==> config.mk <==
export PLATFORM = sky130hd
export DESIGN_NAME = muldiv_hilo
export DESIGN_NICKNAME = d
export VERILOG_FILES = /design/src/rtl/muldiv_hilo_pkg.sv /design/src/rtl/muldiv_hilo_div_iter.sv /design/src/rtl/muldiv_hilo.sv
export SDC_FILE = /design/constraint.sdc
export NUM_CORES = 2
export LEC_CHECK = 0
export ABC_CLOCK_PERIOD_IN_PS = 9200
export BUFFER_PORTS_ARGS = -buffer_cell sky130_fd_sc_hd__buf_2
export CORE_AREA = 10 10 307 309
export DETAILED_ROUTE_END_ITERATION = 6
export DIE_AREA = 0 0 317 319
export PLACE_DENSITY = 0.79
export SLEW_MARGIN = 15
export SYNTH_ARGS = -nofsm -noshare
export SYNTH_HDL_FRONTEND = slang
export SYNTH_SLANG_ARGS = --single-unit
==> constraint.sdc <==
create_clock -name clk -period 9.2 [get_ports clk]
set_clock_uncertainty 0.1 [all_clocks]
set_input_delay 0.46 -clock clk [delete_from_list [all_inputs] [get_ports clk]]
set_output_delay 0.46 -clock clk [all_outputs]
set_load 0.05 [all_outputs]
==> src/rtl/muldiv_hilo_pkg.sv <==
// rtl/muldiv_hilo_pkg.sv - shared op codes and FSM state type for the HI/LO multiply/divide unit
package muldiv_hilo_pkg;

    localparam logic [3:0] OP_MULT  = 4'h0;
    localparam logic [3:0] OP_MULTU = 4'h1;
    localparam logic [3:0] OP_DIV   = 4'h2;
    localparam logic [3:0] OP_DIVU  = 4'h3;
    localparam logic [3:0] OP_MTHI  = 4'h4;
    localparam logic [3:0] OP_MTLO  = 4'h5;

    typedef enum logic [1:0] {
        ST_IDLE,
        ST_MUL,
        ST_DIV
    } state_e;

    function automatic logic op_is_signed(input logic [3:0] op);
        return (op == OP_MULT) || (op == OP_DIV);
    endfunction

endpackage

==> src/rtl/muldiv_hilo_div_iter.sv <==
// rtl/muldiv_hilo_div_iter.sv - radix-2 restoring divider datapath on magnitudes with output sign fix
module muldiv_hilo_div_iter #(
    parameter int WIDTH = 32
) (
    input  logic             clk,
    input  logic             load_i,
    input  logic             step_i,
    input  logic             signed_i,
    input  logic [WIDTH-1:0] dividend_i,
    input  logic [WIDTH-1:0] divisor_i,
    output logic [WIDTH-1:0] quo_o,
    output logic [WIDTH-1:0] rem_o
);

    logic [WIDTH-1:0] quo_q, quo_d, rem_q, rem_d, dvs_q, dvs_d;
    logic             qneg_q, qneg_d, rneg_q, rneg_d;
    logic [WIDTH:0]   shifted, diff;
    logic             a_neg, b_neg;

    always_comb begin
        a_neg   = signed_i & dividend_i[WIDTH-1];
        b_neg   = signed_i & divisor_i[WIDTH-1];
        shifted = {rem_q, quo_q[WIDTH-1]};
        diff    = shifted - {1'b0, dvs_q};
        quo_d   = quo_q;
        rem_d   = rem_q;
        dvs_d   = dvs_q;
        qneg_d  = qneg_q;
        rneg_d  = rneg_q;
        if (load_i) begin
            quo_d  = a_neg ? -dividend_i : dividend_i;
            rem_d  = '0;
            dvs_d  = b_neg ? -divisor_i : divisor_i;
            qneg_d = a_neg ^ b_neg;
            rneg_d = a_neg;
        end else if (step_i) begin
            // Quotient bits shift in where dividend bits shift out.
            if (!diff[WIDTH]) begin
                rem_d = diff[WIDTH-1:0];
                quo_d = {quo_q[WIDTH-2:0], 1'b1};
            end else begin
                rem_d = shifted[WIDTH-1:0];
                quo_d = {quo_q[WIDTH-2:0], 1'b0};
            end
        end
    end

    always_ff @(posedge clk) begin
        quo_q  <= quo_d;
        rem_q  <= rem_d;
        dvs_q  <= dvs_d;
        qneg_q <= qneg_d;
        rneg_q <= rneg_d;
    end

    assign quo_o = qneg_q ? -quo_q : quo_q;
    assign rem_o = rneg_q ? -rem_q : rem_q;

endmodule

==> src/rtl/muldiv_hilo.sv <==
// rtl/muldiv_hilo.sv - HI/LO multiply/divide unit with pipelined multiplier and iterative divider
module muldiv_hilo
    import muldiv_hilo_pkg::*;
#(
    parameter int WIDTH   = 32,
    parameter int MUL_LAT = 2
) (
    input  logic             clk,
    input  logic             rst,
    input  logic             start,
    input  logic [3:0]       op,
    input  logic [WIDTH-1:0] src1,
    input  logic [WIDTH-1:0] src2,
    input  logic             cancel,
    output logic             busy,
    output logic             done,
    output logic             div_zero,
    output logic [WIDTH-1:0] hi_o,
    output logic [WIDTH-1:0] lo_o
);

    localparam int CNT_MAX = (WIDTH > MUL_LAT) ? WIDTH : MUL_LAT;
    localparam int CW      = $clog2(CNT_MAX + 1);
    localparam logic [CW-1:0] MUL_LAST = CW'(MUL_LAT - 1);
    localparam logic [CW-1:0] DIV_LAST = CW'(WIDTH);

    state_e             state_q;
    logic [WIDTH-1:0]   hi_q, lo_q;
    logic               done_q, dz_q;
    logic [CW-1:0]      cnt_q;
    logic [2*WIDTH-1:0] pipe_q [MUL_LAT];
    logic [2*WIDTH-1:0] mul_a, mul_b;
    logic               mul_sgn, accept, div_step;
    logic [WIDTH-1:0]   quo, rem;

    assign accept   = start & (state_q == ST_IDLE) & ~cancel;
    assign div_step = (state_q == ST_DIV) && (cnt_q != DIV_LAST);
    assign mul_sgn  = op_is_signed(op);
    assign mul_a    = {{WIDTH{mul_sgn & src1[WIDTH-1]}}, src1};
    assign mul_b    = {{WIDTH{mul_sgn & src2[WIDTH-1]}}, src2};

    // Free-running product pipeline; the FSM picks the tap that holds the E0 product.
    always_ff @(posedge clk) begin
        pipe_q[0] <= mul_a * mul_b;
        for (int k = 1; k < MUL_LAT; k++) begin
            pipe_q[k] <= pipe_q[k-1];
        end
    end

    muldiv_hilo_div_iter #(.WIDTH(WIDTH)) u_div_iter (
        .clk        (clk),
        .load_i     (accept),
        .step_i     (div_step),
        .signed_i   (mul_sgn),
        .dividend_i (src1),
        .divisor_i  (src2),
        .quo_o      (quo),
        .rem_o      (rem)
    );

    always_ff @(posedge clk) begin
        if (rst) begin
            state_q <= ST_IDLE;
            hi_q    <= '0;
            lo_q    <= '0;
            done_q  <= 1'b0;
            dz_q    <= 1'b0;
            cnt_q   <= '0;
        end else begin
            done_q <= 1'b0;
            dz_q   <= 1'b0;
            if (cancel) begin
                state_q <= ST_IDLE;
            end else begin
                case (state_q)
                    ST_IDLE: begin
                        cnt_q <= '0;
                        if (start) begin
                            case (op)
                                OP_MTHI: begin
                                    hi_q   <= src1;
                                    done_q <= 1'b1;
                                end
                                OP_MTLO: begin
                                    lo_q   <= src1;
                                    done_q <= 1'b1;
                                end
                                OP_MULT, OP_MULTU: state_q <= ST_MUL;
                                OP_DIV, OP_DIVU: begin
                                    if (src2 == '0) begin
                                        done_q <= 1'b1;
                                        dz_q   <= 1'b1;
                                    end else begin
                                        state_q <= ST_DIV;
                                    end
                                end
                                default: ;
                            endcase
                        end
                    end
                    ST_MUL: begin
                        if (cnt_q == MUL_LAST) begin
                            {hi_q, lo_q} <= pipe_q[MUL_LAT-1];
                            done_q       <= 1'b1;
                            state_q      <= ST_IDLE;
                        end else begin
                            cnt_q <= cnt_q + CW'(1);
                        end
                    end
                    ST_DIV: begin
                        if (cnt_q == DIV_LAST) begin
                            hi_q    <= rem;
                            lo_q    <= quo;
                            done_q  <= 1'b1;
                            state_q <= ST_IDLE;
                        end else begin
                            cnt_q <= cnt_q + CW'(1);
                        end
                    end
                    default: state_q <= ST_IDLE;
                endcase
            end
        end
    end

    assign busy     = (state_q != ST_IDLE);
    assign done     = done_q;
    assign div_zero = dz_q;
    assign hi_o     = hi_q;
    assign lo_o     = lo_q;

endmodule

# Word level (Yosys, flattened, before mapping)
# Memory sizes are Yosys's and may differ from the RTL's.
# Index checks and enable logic that the tools add are counted.
[totals]
inputBits = 72
elab_cells = 97
mem_bits_rw = 128
ff_bits = 172
n_memories = 1
[op_classes]
n_mux = 33
n_eq_ne = 19
n_mul = 1
n_reduce_logical = 17
n_bitwise = 9
addsub = 6
[memory_table]
columns = ["memory", "depth", "word_bits", "read_ports", "rd_clocked_by_memory_dff", "wr", "line_no", "rtl"]
rows = [
  ["pipe_q", 2, 64, 2, 0, 2, "muldiv_hilo.sv:31", "logic [2*WIDTH-1:0] pipe_q [MUL_LAT];"],
]
[ops]
columns = ["op", "count"]
rows = [
  ["$mux W32", 15],
  ["$pmux W32 S3", 2],
  ["$neg A32 Y32", 4],
  ["$mul A33 B33 Y64", 1],
  ["$sub A33 B32 Y33", 1],
  ["$logic_not A32 Y1", 1],
  ["$pmux W6 S3", 1],
  ["$mux W6", 2],
  ["$reduce_and A6 Y1", 2],
  ["$eq A4 B2 Y1 const B", 2],
  ["$eq A4 B3 Y1 const B", 2],
  ["$mux W2", 4],
  ["$ne A2 B2 Y1 const B", 4],
  ["$reduce_or A2 Y1", 4],
  ["$add A6 B1 Y6 const B", 1],
  ["$eq A6 B1 Y1 const B", 1],
  ["$eq A6 B6 Y1 const B", 1],
  ["$ne A2 B1 Y1 const B", 3],
  ["$ne A6 B6 Y1 const B", 1],
  ["$pmux W2 S3", 1],
  ["$mux W1", 5],
  ["$reduce_and A5 Y1", 1],
  ["$reduce_or A5 Y1", 1],
  ["$and A1 B1 Y1", 4],
  ["other kinds (17)", 21],
]

# Depth between registers and ports, before layout
[depth]
depth_word = 5
mapped_depth = 33
ltp_nobuf = 30

# Modules after synthesis
# Synthesis repeated with hierarchy kept, for this count alone.
[hier_totals]
cells_unflattened = 5770
area_unflattened_um2 = 52407.8
[modules_own_cells]
columns = ["mod", "area_each_um2", "seq_area_each_um2", "cells_each", "n_inst"]
rows = [
  ["muldiv_hilo", 44281.2, 4043.9, 4785, 1],
  ["muldiv_hilo_div_iter", 8126.5, 2622.5, 985, 1],
]

# Least setup slack after synthesis
# OpenSTA, ideal clock, no wires.
[synth_timing]
path_kind = "input -> register"
from = "input port op[0]"
to = "memory pipe_q[0][63] in the netlist's numbering"
arrival_time_ns = 8.422
setup_ns = 0.072
stages = 30
n_path_buf = 2
slack_ns = 0.606
path_cell_list = "nor3_1 nand2_1 inv_1 clkbuf_1 buf_1 nand2_1 inv_1 fa_1 inv_1 fa_1 inv_1 fa_1 inv_1 fa_1 inv_1 fa_1 fa_1 inv_1 fa_1 fa_1 inv_1 ha_1 a21o_1 a21o_1 a21oi_1 o21ai_0 o41ai_1 o31ai_1 a21oi_1 xnor2_1"
[synth_lines]
columns = ["item", "line_no", "rtl"]
rows = [
  ["from (decl)", "muldiv_hilo.sv:11", "input logic [3:0] op,"],
  ["to (decl)", "muldiv_hilo.sv:31", ""],
]

==> flow_summary_export.csv <==
group,metric,value,unit
synthesis,syn_area,52230,µm²
sta,rsz0062_at_grt,"false",
placed_design,hpwl,118900,µm
detailed_routing,antenna_left,0,
cts,numCtsBuffers,29,
synthesis,ys_types,84,
synthesis,synthFlopType,"dfxtp_1",
detailed_routing,wire_per_inst,21.64,µm
sta,timing.final.crit_share,0.9065,
floorplanning,die_area,101100,µm²
cts,cts_tree,"built",
critical_path,end_kind,"register",
synthesis,synth_edf_count,66,
sta,fmax,0.1199,GHz
floorplanning,die_y,319,µm
final_layout,drive_above_1_share,0.05592,
synthesis,synth_mux_area_frac,0.004599,
job,max_cap_viol_count,0,
cts,cts_htree_levels,1,
synthesis,yosysMostFrequentCell,"inv_1",
critical_path,critPathArrivalTime,8.67,ns
cts,clk_pin_slew_worst_paths,0.06,ns
detailed_routing,drc,1,
critical_path,critPathMaxFanout,37,
sta,slew_viol_final,0,
grt,grt_max_degree,88,
hold_path,worstHoldPathCells,2,
critical_path,critPathKind,"input port to register",
placed_design,place_congestion,1.001,
cts,root_buffer,"clkbuf_16",
placed_design,dp_slack,0.3670,ns
critical_path,required,9.53,ns
final_layout,nets,7171,
sta,fin_tns_setup,0,ns
sta,relSlewSlack,0.2535,
floorplanning,die_x,317,µm
cts,postCtsSetupBuffers,0,
run_status,status,"finished, violations left",
synthesis,syn_area_per_cell,8.980,µm²
placed_design,port_buffers,138,
synthesis,yosys_warnings,0,
floorplanning,ios,139,
grt,antenna_found_initial,11,
synthesis,synth_fa_ha_area_frac,0.4926,
synthesis,synth_area_leaders,"fa_1, dfxtp_1, inv_1",
synthesis,synth_async_sr_flop_share,0,
floorplanning,rows,109,
synthesis,synth_nets,7270,
cts,cts_sinks,300,
synthesis,synth_compound_area_frac,0.07440,
synthesis,yosysSeqAreaShare,0.1276,
synthesis,synth_top_family_by_area,"adder cells",
synthesis,synth_common_cells,"inv_1, fa_1, nand2_1",
grt,grt_pass1_vias,42720,
floorplanning,coreArea,87970,µm²
critical_path,reg2reg_depth,14,
floorplanning,initial_utilization,0.5938,
cts,hold_buffers,0,
cts,clk_latency,0.56,ns
sta,worst_slew_pin_slew,1.120,ns
final_layout,areaGrowthSynthToFinish,4.815,%
synthesis,synth.top_cell.area_share,0.4316,
run_status,violations,"design-rule violations",
sta,setup_slack,0.8599,ns
synthesis,postSynthCellCount,5817,
detailed_routing,drt-pass1-iter-count,7,
cts,clockBufferDepth,3,
grt,grt_pass1_wl,235300,µm
synthesis,yosys.area_share.simple,0.1503,
synthesis,synth-xor-area-share,0.03818,
synthesis,ys_ff_latch,300,
grt,grt_overflow_total,0,
sta,fin_crit,8.340,ns
sta,finalHoldViolCount,0,
cts,ctsResizeCount,0,
sta,setup_viol_count_final,0,
grt,grt_use_total,0.2963,
critical_path,start_kind,"input port",
detailed_routing,wirelength,149700,µm
synthesis,synth_top_area_cell,"fa_1",
hold_path,hp-class,"input port to register",
detailed_routing,routed_via_density,5.865,
detailed_routing,vias,40580,
detailed_routing,drtIter0Drc,3836,
-- critical path, stage by stage --
cell      delay [ns]
buf_2           0.75
nand2_1         0.18
fa_1            0.56
inv_1           0.06
fa_1            0.53
fa_1            0.55
inv_1           0.05
fa_1            0.49
fa_1            0.57
inv_1           0.06
fa_1            0.47
inv_1           0.05
fa_1            0.50
inv_1           0.06
fa_1            0.44
ha_1            0.38
nand2_1         0.16
nor2_1          0.24
nand4_1         0.13
a21oi_1         0.40
o21ai_0         0.28
a211oi_1        0.48
o41ai_1         0.15
buf_4           0.17
o31ai_1         0.23
a21oi_1         0.12
xnor2_1         0.13
-- placed cells by master (no fill, tap or decap), types with 26 or more instances in the layout --
| master | instances |
|---|---|
| inv_1 | 1195 |
| nand2_1 | 1005 |
| dfxtp_1 | 234 |
| xnor2_1 | 169 |
| nand2b_1 | 26 |
| buf_2 | 138 |
| ha_1 | 252 |
| fa_1 | 1125 |
| and3_1 | 26 |
| a311oi_1 | 63 |
| o31ai_1 | 32 |
| a21oi_1 | 181 |
| nor2_1 | 212 |
| a21o_1 | 45 |
| buf_4 | 86 |
| clkbuf_16 | 32 |
| xor2_1 | 55 |
| and2_1 | 295 |
| o21ai_0 | 137 |
| edfxtp_1 | 66 |
| nor3_1 | 46 |
-- stage by stage --
| step | std cells | cell area, µm² | utilization | hold slack [ns] |
|---|---|---|---|---|
| 6_report | 6920 | 54750 | 0.6224 | 0.05867 |
| 5_1_grt | 6909 | 54720 | 0.6221 | 0.07836 |
| 4_1_cts | 6905 | 54710 | 0.6219 | 0.04824 |
| 3_5_place_dp | 6852 | 53710 | 0.6105 | 0.2121 |
| 3_3_place_gp | 6852 | 53710 | 0.6105 | 0.2101 |
| 2_1_floorplan | 5817 | 52230 | - | 0.2096 |
-- final cells by class --
| cell class | instances | area, µm² |
|---|---|---|
| antenna | 15 | 37.54 |
| clock buffer | 42 | 908.4 |
| clock inverter | 11 | 93.84 |
| fill | 7099 | 33220 |
| inverter | 1196 | 4489 |
| multi-input combinational | 3966 | 39740 |
| sequential | 300 | 6666 |
| tap | 1165 | 1458 |
| timing repair buffer | 225 | 1356 |
-- final timing paths --
path | slack (ns) | start | to
setup / recovery | 0.86 | src1[15] | pipe_q[0][63]
hold / removal | 0.06 | cancel | state_q[0]
setup reg to reg | 5.22 | u_div_iter.quo_q[31] | u_div_iter.rem_q[16]
hold reg to reg | 0.23 | pipe_q[0][6] | pipe_q[0][70]
-- sequential cells by signal (all words and copies together) (netlist names) --
register and cells:
lo_o 32, state_q 2, u_div_iter.rneg_q 1, u_div_iter.dvs_q 32, u_div_iter.qneg_q 1, pipe_q 128, u_div_iter.rem_q 32, div_zero 1
cnt_q 6, hi_o 32, u_div_iter.quo_q 32, done 1
-- cells by family after synthesis --
family,after synthesis
buffers and inverters,1551
xor gates and xnor gates,226
adders and majority gates,1381
muxes,24
and+or+nand+nor,1738
AOI/OAI and AO/OA,597
DFF,300
-- layer usage --
| layer | GRT usage | wire length (µm) | share of wire |
|---|---|---|---|
| met1 | 0.3731 | 53560 | 0.36 |
| met5 | 0 | 11 | 0.000073 |
| met3 | 0.05628 | 16190 | 0.11 |
| met4 | 0.1570 | 9053 | 0.060 |
| met2 | 0.4809 | 70910 | 0.47 |
Power is not shown: default switching activity piles up to over one toggle a cycle in this logic, so the estimate is an artifact.
